===== config.mk =====
export PLATFORM = sky130hd
export DESIGN_NAME = rectangle128_skeygen
export DESIGN_NICKNAME = d
export VERILOG_FILES = /design/src/rtl/rectangle_pkg.sv /design/src/rtl/rectangle128_ks_round.sv /design/src/rtl/rectangle128_skeygen.sv
export SDC_FILE = /design/constraint.sdc
export NUM_CORES = 1
export LEC_CHECK = 0
export ABC_AREA = 0
export BUFFER_PORTS_ARGS = -buffer_cell sky130_fd_sc_hd__buf_2
export CAP_MARGIN = 40
export CELL_PAD_IN_SITES_DETAIL_PLACEMENT = 1
export CELL_PAD_IN_SITES_GLOBAL_PLACEMENT = 1
export CORE_UTILIZATION = 41
export CTS_CLUSTER_SIZE = 8
export DETAILED_ROUTE_END_ITERATION = 8
export PLACE_DENSITY = 0.8
export SYNTH_ARGS = -nofsm -noshare
export SYNTH_HDL_FRONTEND = slang
export SYNTH_SLANG_ARGS = --single-unit

===== constraint.sdc =====
create_clock -name Clk -period 2.3 [get_ports Clk]
set_input_delay 0.46 -clock Clk [delete_from_list [all_inputs] [get_ports Clk]]
set_output_delay 0.46 -clock Clk [all_outputs]
set_load 0.02 [all_outputs]

===== src/rtl/rectangle_pkg.sv =====
// RECTANGLE-128 key-schedule shared types, constants and helper functions.
// Latency: n/a (package, combinational helpers only).
// Backpressure: none; consumers own all handshaking.
package rectangle_pkg;

  localparam int ROUNDS = 25;
  localparam int NKEYS  = 26;

  localparam logic [4:0] RC_INIT = 5'h01;

  typedef enum logic [1:0] {
    IDLE  = 2'd0,
    FLUSH = 2'd1,
    GEN   = 2'd2,
    DONE  = 2'd3
  } ks_state_e;

  // 4-bit RECTANGLE S-box, applied column-wise across the four rows.
  function automatic logic [3:0] sbox(input logic [3:0] x);
    logic [3:0] y;
    case (x)
      4'h0: y = 4'h6;
      4'h1: y = 4'h5;
      4'h2: y = 4'hC;
      4'h3: y = 4'hA;
      4'h4: y = 4'h1;
      4'h5: y = 4'hE;
      4'h6: y = 4'h7;
      4'h7: y = 4'h9;
      4'h8: y = 4'hB;
      4'h9: y = 4'h0;
      4'hA: y = 4'h3;
      4'hB: y = 4'hD;
      4'hC: y = 4'h8;
      4'hD: y = 4'hF;
      4'hE: y = 4'h4;
      default: y = 4'h2;
    endcase
    return y;
  endfunction

  // 5-bit LFSR producing the round-constant sequence 01,02,04,09,12,...
  function automatic logic [4:0] rc_next(input logic [4:0] rc);
    return {rc[3:0], rc[4] ^ rc[2]};
  endfunction

  // Round key is the low halfword of every row, Row3 in the top bits.
  function automatic logic [63:0] extract_key(input logic [127:0] st);
    return {st[111:96], st[79:64], st[47:32], st[15:0]};
  endfunction

endpackage


===== src/rtl/rectangle128_ks_round.sv =====
// One RECTANGLE-128 key-schedule round: S-box on columns 0..7, Feistel row mix, RC injection.
// Latency: purely combinational, zero cycles.
// Backpressure: none; the caller decides when to register the result.
module rectangle128_ks_round
  import rectangle_pkg::*;
(
  input  logic [127:0] state_i,
  input  logic [4:0]   rc_i,
  output logic [127:0] state_o
);

  logic [31:0] row0, row1, row2, row3;
  logic [31:0] s0, s1, s2, s3;
  logic [31:0] row0_n, row2_n;

  assign row0 = state_i[31:0];
  assign row1 = state_i[63:32];
  assign row2 = state_i[95:64];
  assign row3 = state_i[127:96];

  // Only the eight low columns go through the S-box; the rest pass straight through.
  assign s0[31:8] = row0[31:8];
  assign s1[31:8] = row1[31:8];
  assign s2[31:8] = row2[31:8];
  assign s3[31:8] = row3[31:8];

  for (genvar j = 0; j < 8; j++) begin : g_col
    assign {s3[j], s2[j], s1[j], s0[j]} = sbox({row3[j], row2[j], row1[j], row0[j]});
  end

  // Generalised Feistel: Row0 and Row2 absorb a rotated copy of themselves.
  assign row0_n = ({s0[23:0], s0[31:24]} ^ s1) ^ {27'd0, rc_i};
  assign row2_n = {s2[15:0], s2[31:16]} ^ s3;

  assign state_o = {s0, row2_n, s2, row0_n};

endmodule


===== src/rtl/rectangle128_skeygen.sv =====
// RECTANGLE-128 round-key generator: latches the master key and writes K0..K25 to a key RAM.
// Latency: flush pulse 1 cycle after start, writes on the next 26 cycles (last write 27 cycles after start).
// Backpressure: none; the RAM must accept one write per cycle, Enable drops mid-run are ignored.
module rectangle128_skeygen
  import rectangle_pkg::*;
(
  input  logic        Clk,
  input  logic        RstN,
  input  logic        Enable,
  input  logic [63:0] key0,
  input  logic [63:0] key1,
  output logic        flush_mem,
  output logic        WE_mem,
  output logic [4:0]  WAddr_mem,
  output logic [63:0] KeyIn_mem
);

  ks_state_e    state_q, state_d;
  logic [4:0]   round_counter, round_counter_d;
  logic [127:0] key_q, key_d;
  logic [4:0]   rc_q, rc_d;
  logic [127:0] key_round;

  rectangle128_ks_round u_round (
    .state_i (key_q),
    .rc_i    (rc_q),
    .state_o (key_round)
  );

  // State, key rows, round counter and RC register with async clear.
  always_ff @(posedge Clk or negedge RstN) begin
    if (!RstN) begin
      state_q       <= IDLE;
      round_counter <= 5'd0;
      key_q         <= 128'd0;
      rc_q          <= RC_INIT;
    end else begin
      state_q       <= state_d;
      round_counter <= round_counter_d;
      key_q         <= key_d;
      rc_q          <= rc_d;
    end
  end

  // Next-state logic and Moore output decode from registered state only.
  always_comb begin
    state_d         = state_q;
    round_counter_d = round_counter;
    key_d           = key_q;
    rc_d            = rc_q;
    flush_mem       = 1'b0;
    WE_mem          = 1'b0;
    WAddr_mem       = 5'd0;
    KeyIn_mem       = 64'd0;

    case (state_q)
      IDLE: begin
        if (Enable) begin
          key_d           = {key1, key0};
          round_counter_d = 5'd0;
          rc_d            = RC_INIT;
          state_d         = FLUSH;
        end
      end
      FLUSH: begin
        flush_mem = 1'b1;
        state_d   = GEN;
      end
      GEN: begin
        WE_mem    = 1'b1;
        WAddr_mem = round_counter;
        KeyIn_mem = extract_key(key_q);
        // The final key is written from the state left by the last round, so no update at 25.
        if (round_counter == 5'(ROUNDS)) begin
          state_d = DONE;
        end else begin
          key_d           = key_round;
          round_counter_d = round_counter + 5'd1;
          rc_d            = rc_next(rc_q);
        end
      end
      DONE: begin
        // Wait for Enable to drop so one assertion yields exactly one schedule.
        if (!Enable) begin
          state_d = IDLE;
        end
      end
      default: begin
        state_d = IDLE;
      end
    endcase
  end

endmodule


==> results of run 1 <==
-- metal layers --
metal	part of all wire	routed length, µm
met3	0.047	1400
met4	0.023	681
met5	0.00091	27
met1	0.44	13100
met2	0.49	14400
-- flip-flops by register name, indices dropped and copies added (netlist names) --
register	count
round_counter	5
state_q	2
key_q	128
rc_q	5
-- final cells by class --
| cell class | count | share of cell area |
|---|---|---|
| multi-input combinational | 773 | 0.446 |
| sequential | 140 | 0.320 |
| timing repair buffer | 230 | 0.134 |
| clock buffer | 19 | 0.0413 |
| tap | 275 | 0.0314 |
| clock inverter | 13 | 0.0173 |
| inverter | 29 | 0.0102 |
-- metrics by stage --
step                       util  hold WS, ns  instances  cell area, µm²
after detailed placement  0.483        0.454       1441           10200
after global placement    0.483        0.456       1441           10200
after CTS                 0.519        0.305       1478           10900
after floorplan               -        0.164       1018            8810
final                     0.522        0.307       1479           11000
after global routing      0.522        0.318       1479           11000
-- final timing paths --
check                      startpoint           end  cells past startpoint
max                        state_q[0]  KeyIn_mem[8]                      5
min                           key0[5]      key_q[5]                      3
max reg2reg                state_q[1]      key_q[4]                      9
min reg2reg                key_q[113]    key_q[113]                      2
max in group asynchronous        RstN    key_q[116]                      3
min in group asynchronous        RstN     key_q[57]                      2
-- critical path: stages (launching register included) --
cell	delay, ns
sky130_fd_sc_hd__dfrtp_1	0.40
sky130_fd_sc_hd__inv_2	0.09
sky130_fd_sc_hd__ha_4	0.22
sky130_fd_sc_hd__buf_16	0.23
sky130_fd_sc_hd__and2_1	0.21
sky130_fd_sc_hd__buf_2	0.18
-- power breakdown --
group	switching [mW]	internal [mW]
Sequential	1.76	3.70
Combinational	5.93	4.29
Clock	1.14	1.88
-- cells by family after synthesis --
kind of cell	Yosys count
adder cells (fa/ha/maj)	50
AO/OA/AOI/OAI	276
flip-flops	140
buffers and inverters	105
XOR/XNOR	75
AND/OR/NAND/NOR	314
multiplexers	58
-- layout by cell type, fill, tap and decap left out, types with 2 or more instances in the layout --
master | synthesis | layout
sky130_fd_sc_hd__buf_2 | 15 | 191
sky130_fd_sc_hd__dfrtp_1 | 139 | 139
sky130_fd_sc_hd__o21ai_0 | 138 | 138
sky130_fd_sc_hd__nand2_1 | 124 | 124
sky130_fd_sc_hd__a21oi_1 | 98 | 98
sky130_fd_sc_hd__nor2_1 | 75 | 71
sky130_fd_sc_hd__xnor2_1 | 57 | 57
sky130_fd_sc_hd__mux2i_1 | 57 | 57
sky130_fd_sc_hd__ha_1 | 50 | 49
sky130_fd_sc_hd__and2_1 | 53 | 48
sky130_fd_sc_hd__inv_1 | 28 | 27
sky130_fd_sc_hd__nor3b_1 | 22 | 22
sky130_fd_sc_hd__buf_4 | 0 | 22
sky130_fd_sc_hd__xor2_1 | 18 | 18
sky130_fd_sc_hd__clkbuf_16 | 0 | 17
sky130_fd_sc_hd__a211oi_1 | 11 | 11
sky130_fd_sc_hd__nor2b_1 | 9 | 9
sky130_fd_sc_hd__nand3_1 | 9 | 9
sky130_fd_sc_hd__nand2b_1 | 9 | 9
sky130_fd_sc_hd__buf_12 | 0 | 9
sky130_fd_sc_hd__nor3_1 | 8 | 8
sky130_fd_sc_hd__a221o_1 | 7 | 7
sky130_fd_sc_hd__a211o_1 | 5 | 5
sky130_fd_sc_hd__and2_2 | 0 | 4
sky130_fd_sc_hd__a31oi_1 | 4 | 4
sky130_fd_sc_hd__bufinv_16 | 0 | 4
sky130_fd_sc_hd__clkinvlp_4 | 0 | 4
sky130_fd_sc_hd__nor2_2 | 0 | 3
sky130_fd_sc_hd__a21o_1 | 3 | 3
sky130_fd_sc_hd__o311ai_0 | 3 | 3
sky130_fd_sc_hd__clkinv_4 | 0 | 3
sky130_fd_sc_hd__o221ai_1 | 2 | 2
sky130_fd_sc_hd__clkbuf_8 | 0 | 2
sky130_fd_sc_hd__bufbuf_16 | 0 | 2
sky130_fd_sc_hd__buf_6 | 5 | 2
sky130_fd_sc_hd__buf_16 | 0 | 2
-- repair_timing --
action,in CTS,in global routing
hold endpoints to repair,14,0
gates cloned,2,0
hold buffers,1,0
setup endpoints to repair,26,58
buffers inserted,2,1
gates resized for setup,5,16
-- cell usage after synthesis (3+ instances only) --
master,count
sky130_fd_sc_hd__a211o_1,5
sky130_fd_sc_hd__a211oi_1,11
sky130_fd_sc_hd__a21o_1,3
sky130_fd_sc_hd__a21oi_1,98
sky130_fd_sc_hd__a221o_1,7
sky130_fd_sc_hd__a31oi_1,4
sky130_fd_sc_hd__and2_1,53
sky130_fd_sc_hd__buf_1,4
sky130_fd_sc_hd__buf_2,15
sky130_fd_sc_hd__buf_6,5
sky130_fd_sc_hd__clkbuf_1,52
sky130_fd_sc_hd__dfrtp_1,139
sky130_fd_sc_hd__ha_1,50
sky130_fd_sc_hd__inv_1,28
sky130_fd_sc_hd__mux2i_1,57
sky130_fd_sc_hd__nand2_1,124
sky130_fd_sc_hd__nand2b_1,9
sky130_fd_sc_hd__nand3_1,9
sky130_fd_sc_hd__nor2_1,75
sky130_fd_sc_hd__nor2b_1,9
sky130_fd_sc_hd__nor3_1,8
sky130_fd_sc_hd__nor3b_1,22
sky130_fd_sc_hd__o21ai_0,138
sky130_fd_sc_hd__o311ai_0,3
sky130_fd_sc_hd__xnor2_1,57
sky130_fd_sc_hd__xor2_1,18
==> results.md, run 1 <==
- Setup slack of the critical path after layout: 0.0696 ns
- Final setup violation count: 0
- GRT busiest layer: met2
- FF+latch count, synth: 140
- Portion of netlist area occupied by mux cells: 0.0661
- Setup repair after global routing missed its margin: no
- IR drop worst, VDD: 0.000772 V
- Time the final worst path needs with I/O delays and setup: 2.23 ns
- Pin count of the biggest net entering global routing: 53
- Worst Tran Pin Value: 0.691 ns
- Worst path required time: 1.84 ns
- Overall track demand over capacity in global routing: 0.275
- Sink count of the clock tree: 140
- Count of nets after finishing: 1,372
- Width of the chip: 149 µm
- Final weighted congestion in routability-driven placement: 0.828
- Number of placement rows: 53
- Net count after synthesis: 1,199
- Area used by multi-input combinational logic: 4890 µm²
- Syn avg cell area: 8.65 µm²
- Clock network latency to the later pin of the worst-skew pair: 0.43 ns
- ANT nets after route: 0
- Global-route met3 utilization: 0.0380
- EDFF count, synth: 0
- Overflow left after global routing: 0
- Ratio of cells with drive above 1 in the final layout: 0.231
- Final worst path period share: 0.970
- Max-slew violation count: 0
- Area share of fa/ha/maj cells after synthesis: 0.0710
- Vias in the first global route: 8,250
- Peak clock frequency supported by timing: 0.448 GHz
- Layout filler cell count: 2,547
- Setup slack of the most critical reg-to-reg path: 0.16 ns
- Post-synth cell types: 40
- Initial detailed-routing violation count: 305
- Total of buffers placed on input and output ports: 201
- Met1 usage: 0.364
- Compound-gate portion of the synthesized area: 0.171
- Worst-case clock buffer depth: 2
- Worst setup EP type: output pin
- Vias: 7,988
- Ys Warns: 0
- Initial core utilization: 0.419
- Global-route wire length before repair: 45,900 µm
- Slew margin rel.: 0.534
- Worst clock skew on the final layout: 0.00892 ns
- Basic-gate share of the synthesized area counting and, or, nand and nor cells: 0.168
- Synth area leader: sky130_fd_sc_hd__dfrtp_1
- Die ar.: 22,100 µm²
- Critical path start-end classification: register to output pin
- Critical Path Fanout Max: 33
- Status: complete, no violations
- Total DRC errors in the routed layout: 0
- DPL Wire Length: 21,000 µm
- Clock H-tree levels: 4
- Post-Syn Area: 8810 µm²
- Final Routed Wirelength: 29,600 µm
- Average wire per standard cell: 20.0 µm
- Proportion of netlist area held by the largest area contributor: 0.395
- Total of max-cap violations: 0
- XOR/XNOR Fraction of Synth Area: 0.0746
- Share of synthesized flip-flops with an asynchronous set or reset: 1.00
- Static leakage power: 5.16 nW
- Largest cells by area after synthesis: sky130_fd_sc_hd__dfrtp_1 (39%), sky130_fd_sc_hd__o21ai_0 (7.8%), sky130_fd_sc_hd__ha_1 (7.1%)
- Number of detailed-route iterations in the first pass: 4
- Floorplan core area: 21,000 µm²
- Count of inserted antenna diode cells: 0
- Worst slack after detailed placement: 0.208 ns
- Post-synthesis sequential area ratio: 0.398
- Arrival time at the worst endpoint: 1.77 ns
- Seq. cell area: 3500 µm²
- Pwr/cell area: 1700 nW/µm²
- Startpoint type of the worst setup path: register
- Post-layout total power: 18.7 mW
- Dominant register cell in the synthesized netlist: sky130_fd_sc_hd__dfrtp_1
- Fin. Hold Viols: 0
- Synth-to-layout area growth: 24.5%
- Cell at the root of the clock tree: sky130_fd_sc_hd__clkbuf_16
- Clock-pin slew reported for the worst setup and hold paths after clock tree synthesis: 0.06 ns
- Via density: 5.40
- CTS tree: built
- Vert. Die Dim: 149 µm
- Combinational family with the most area after synthesis: compound AO/OA/AOI/OAI gates
- CTS Buf Count: 17
- Fin Setup TNS: 0 ns
- Worst min-delay path category: primary input to register
- Met2 track demand over resource: 0.457
- Post-synthesis cell count: 1,018
- Antenna violations before repair: 2
- I/O pin cnt: 202
(Power assumes the default switching activity.)
==> inputs of run 2 (changes only) <==
CORE_ASPECT_RATIO = 0.5   (was unset)
==> results.md, run 2 (synthesis results as in run 1) <==
- Status: complete, no violations
- I/O pin cnt: 202
- Number of placement rows: 37
- Die ar.: 22,100 µm²
- Static leakage power: 5.15 nW
- Worst-case clock buffer depth: 2
- Global-route wire length before repair: 47,200 µm
- Clock network latency to the later pin of the worst-skew pair: 0.43 ns
- Final Cell Area: 10,900 µm²
- Final Routed Wirelength: 30,300 µm
- Sink count of the clock tree: 140
- Clock H-tree levels: 4
- Clock-pin slew reported for the worst setup and hold paths after clock tree synthesis: 0.06 ns
- Count of nets after finishing: 1,376
- Most common cell after layout, fill and taps aside: sky130_fd_sc_hd__buf_2
- Met1 usage: 0.392
- CTS Buf Count: 17
- Global-route met3 utilization: 0.0566
- Overflow left after global routing: 0
- CTS tree: built
- Largest registers: key_q x128, rc_q x5, round_counter x5
- Commonest cells after routing, fill and taps aside: sky130_fd_sc_hd__buf_2 (191), sky130_fd_sc_hd__dfrtp_1 (139), sky130_fd_sc_hd__o21ai_0 (138)
- Fin Setup TNS: 0 ns
- Vias in the first global route: 8,318
- Final setup violation count: 0
- Slew margin rel.: 0.617
- DPL Wire Length: 22,000 µm
- ANT nets after route: 0
- Synth-to-layout area growth: 23.9%
- Average wire per standard cell: 20.4 µm
- Met2 track demand over resource: 0.431
- Max-slew violation count: 0
- Worst path required time: 1.84 ns
- Via density: 5.44
- Pwr/cell area: 1700 nW/µm²
- Final worst path period share: 0.996
- GRT busiest layer: met2
- Vert. Die Dim: 106 µm
- DP Area: 10,200 µm²
- Total of max-cap violations: 0
- Peak clock frequency supported by timing: 0.437 GHz
- Number of flip-flops in the largest register: 128
- Worst setup EP type: output pin
- Critical Path Fanout Max: 46
- Startpoint type of the worst setup path: register
- IR drop worst, VDD: 0.000796 V
- Vias: 8,066
- Worst min-delay path category: primary input to register
- Total DRC errors in the routed layout: 0
- Setup repair after global routing missed its margin: yes
- Floorplan core area: 20,800 µm²
- Antenna violations before repair: 3
- Register ranked first by flip-flop count: key_q
- Layout filler cell count: 2,485
- Pin count of the biggest net entering global routing: 68
- Final weighted congestion in routability-driven placement: 0.867
- Total of buffers placed on input and output ports: 201
- Fin. Hold Viols: 0
- Worst Tran Pin Value: 0.559 ns
- Critical path start-end classification: register to output pin
- Initial detailed-routing violation count: 529
- Width of the chip: 209 µm
- Number of detailed-route iterations in the first pass: 4
- Arrival time at the worst endpoint: 1.83 ns
- Worst clock skew on the final layout: 0.0110 ns
- Initial core utilization: 0.424
- Overall track demand over capacity in global routing: 0.279
- Cell at the root of the clock tree: sky130_fd_sc_hd__clkbuf_16
- Time the final worst path needs with I/O delays and setup: 2.29 ns
- Ratio of cells with drive above 1 in the final layout: 0.233
==> run 2: cell count changes in the layout (fill, tap and decap cells not counted), sizes merged, moves of 3 or more <==
cell	change
diode	+3
buf	+5
clkinv	+3
bufinv	-3
clkinvlp	-4
clkbuf	+4
==> run 2: metrics by stage <==
stage	total power, mW	setup WS, ns	utilization	hold WS (ns)	std cells
after detailed placement	15.3	0.196	0.490	0.443	1441
after floorplan	12.0	0.0000431	-	0.164	1018
after CTS	18.4	0.00735	0.522	0.275	1478
final	18.5	0.00980	0.525	0.292	1484
after global placement	14.7	0.321	0.490	0.438	1441
after global routing	19.9	-0.0467	0.525	0.301	1483
==> run 2: worst max-delay path: stages (launching register included) <==
cell and delay, ns:
sky130_fd_sc_hd__dfrtp_1 0.42, sky130_fd_sc_hd__inv_2 0.11, sky130_fd_sc_hd__ha_4 0.23, sky130_fd_sc_hd__buf_16 0.25
sky130_fd_sc_hd__and2_4 0.20, sky130_fd_sc_hd__buf_2 0.15
==> run 2: what timing repair did <==
item                       CTS  global route
hold endpoints to repair    44             0
resized for setup            7            12
setup endpoints to repair   38            30
hold buffers                 1             0
cloned                       1             0
buffers inserted             3             3
==> run 2: cell type report <==
class | instances | area, µm² | share of cell area
flip-flops and latches | 140 | 3500 | 0.321
well taps | 273 | 342 | 0.0313
inverters | 29 | 111 | 0.0102
clock buffers | 23 | 478 | 0.0438
multi-input cells | 773 | 4890 | 0.448
clock inverters | 9 | 88.8 | 0.00814
diodes | 3 | 7.51 | 0.000688
repair buffers | 234 | 1490 | 0.136
==> run 2: per-layer routing <==
layer,vias up,share of wire
met3,25,0.049
met1,4067,0.48
met5,-,0
met4,0,0.013
met2,178,0.46
li1,3796,-
==> run 2: path summary, 6_finish.rpt <==
check / slack [ns] / to / cells past startpoint / startpoint
worst min-delay path: 0.29 / key_q[6] / 3 / key0[6]
worst max register to register: 0.05 / key_q[13] / 10 / state_q[0]
worst min register to register: 0.51 / key_q[125] / 2 / key_q[125]
worst max-delay path: 0.01 / KeyIn_mem[8] / 5 / state_q[0]
max in group asynchronous: 1.08 / key_q[7] / 3 / RstN
min in group asynchronous: 0.54 / key_q[126] / 2 / RstN
==> run 2: power by group <==
group | internal, mW | switching [mW] | total [mW]
logic | 4.33 | 6.01 | 10.3
registers | 3.70 | 1.76 | 5.46
clock network | 1.58 | 1.13 | 2.71
total | 9.61 | 8.90 | 18.5
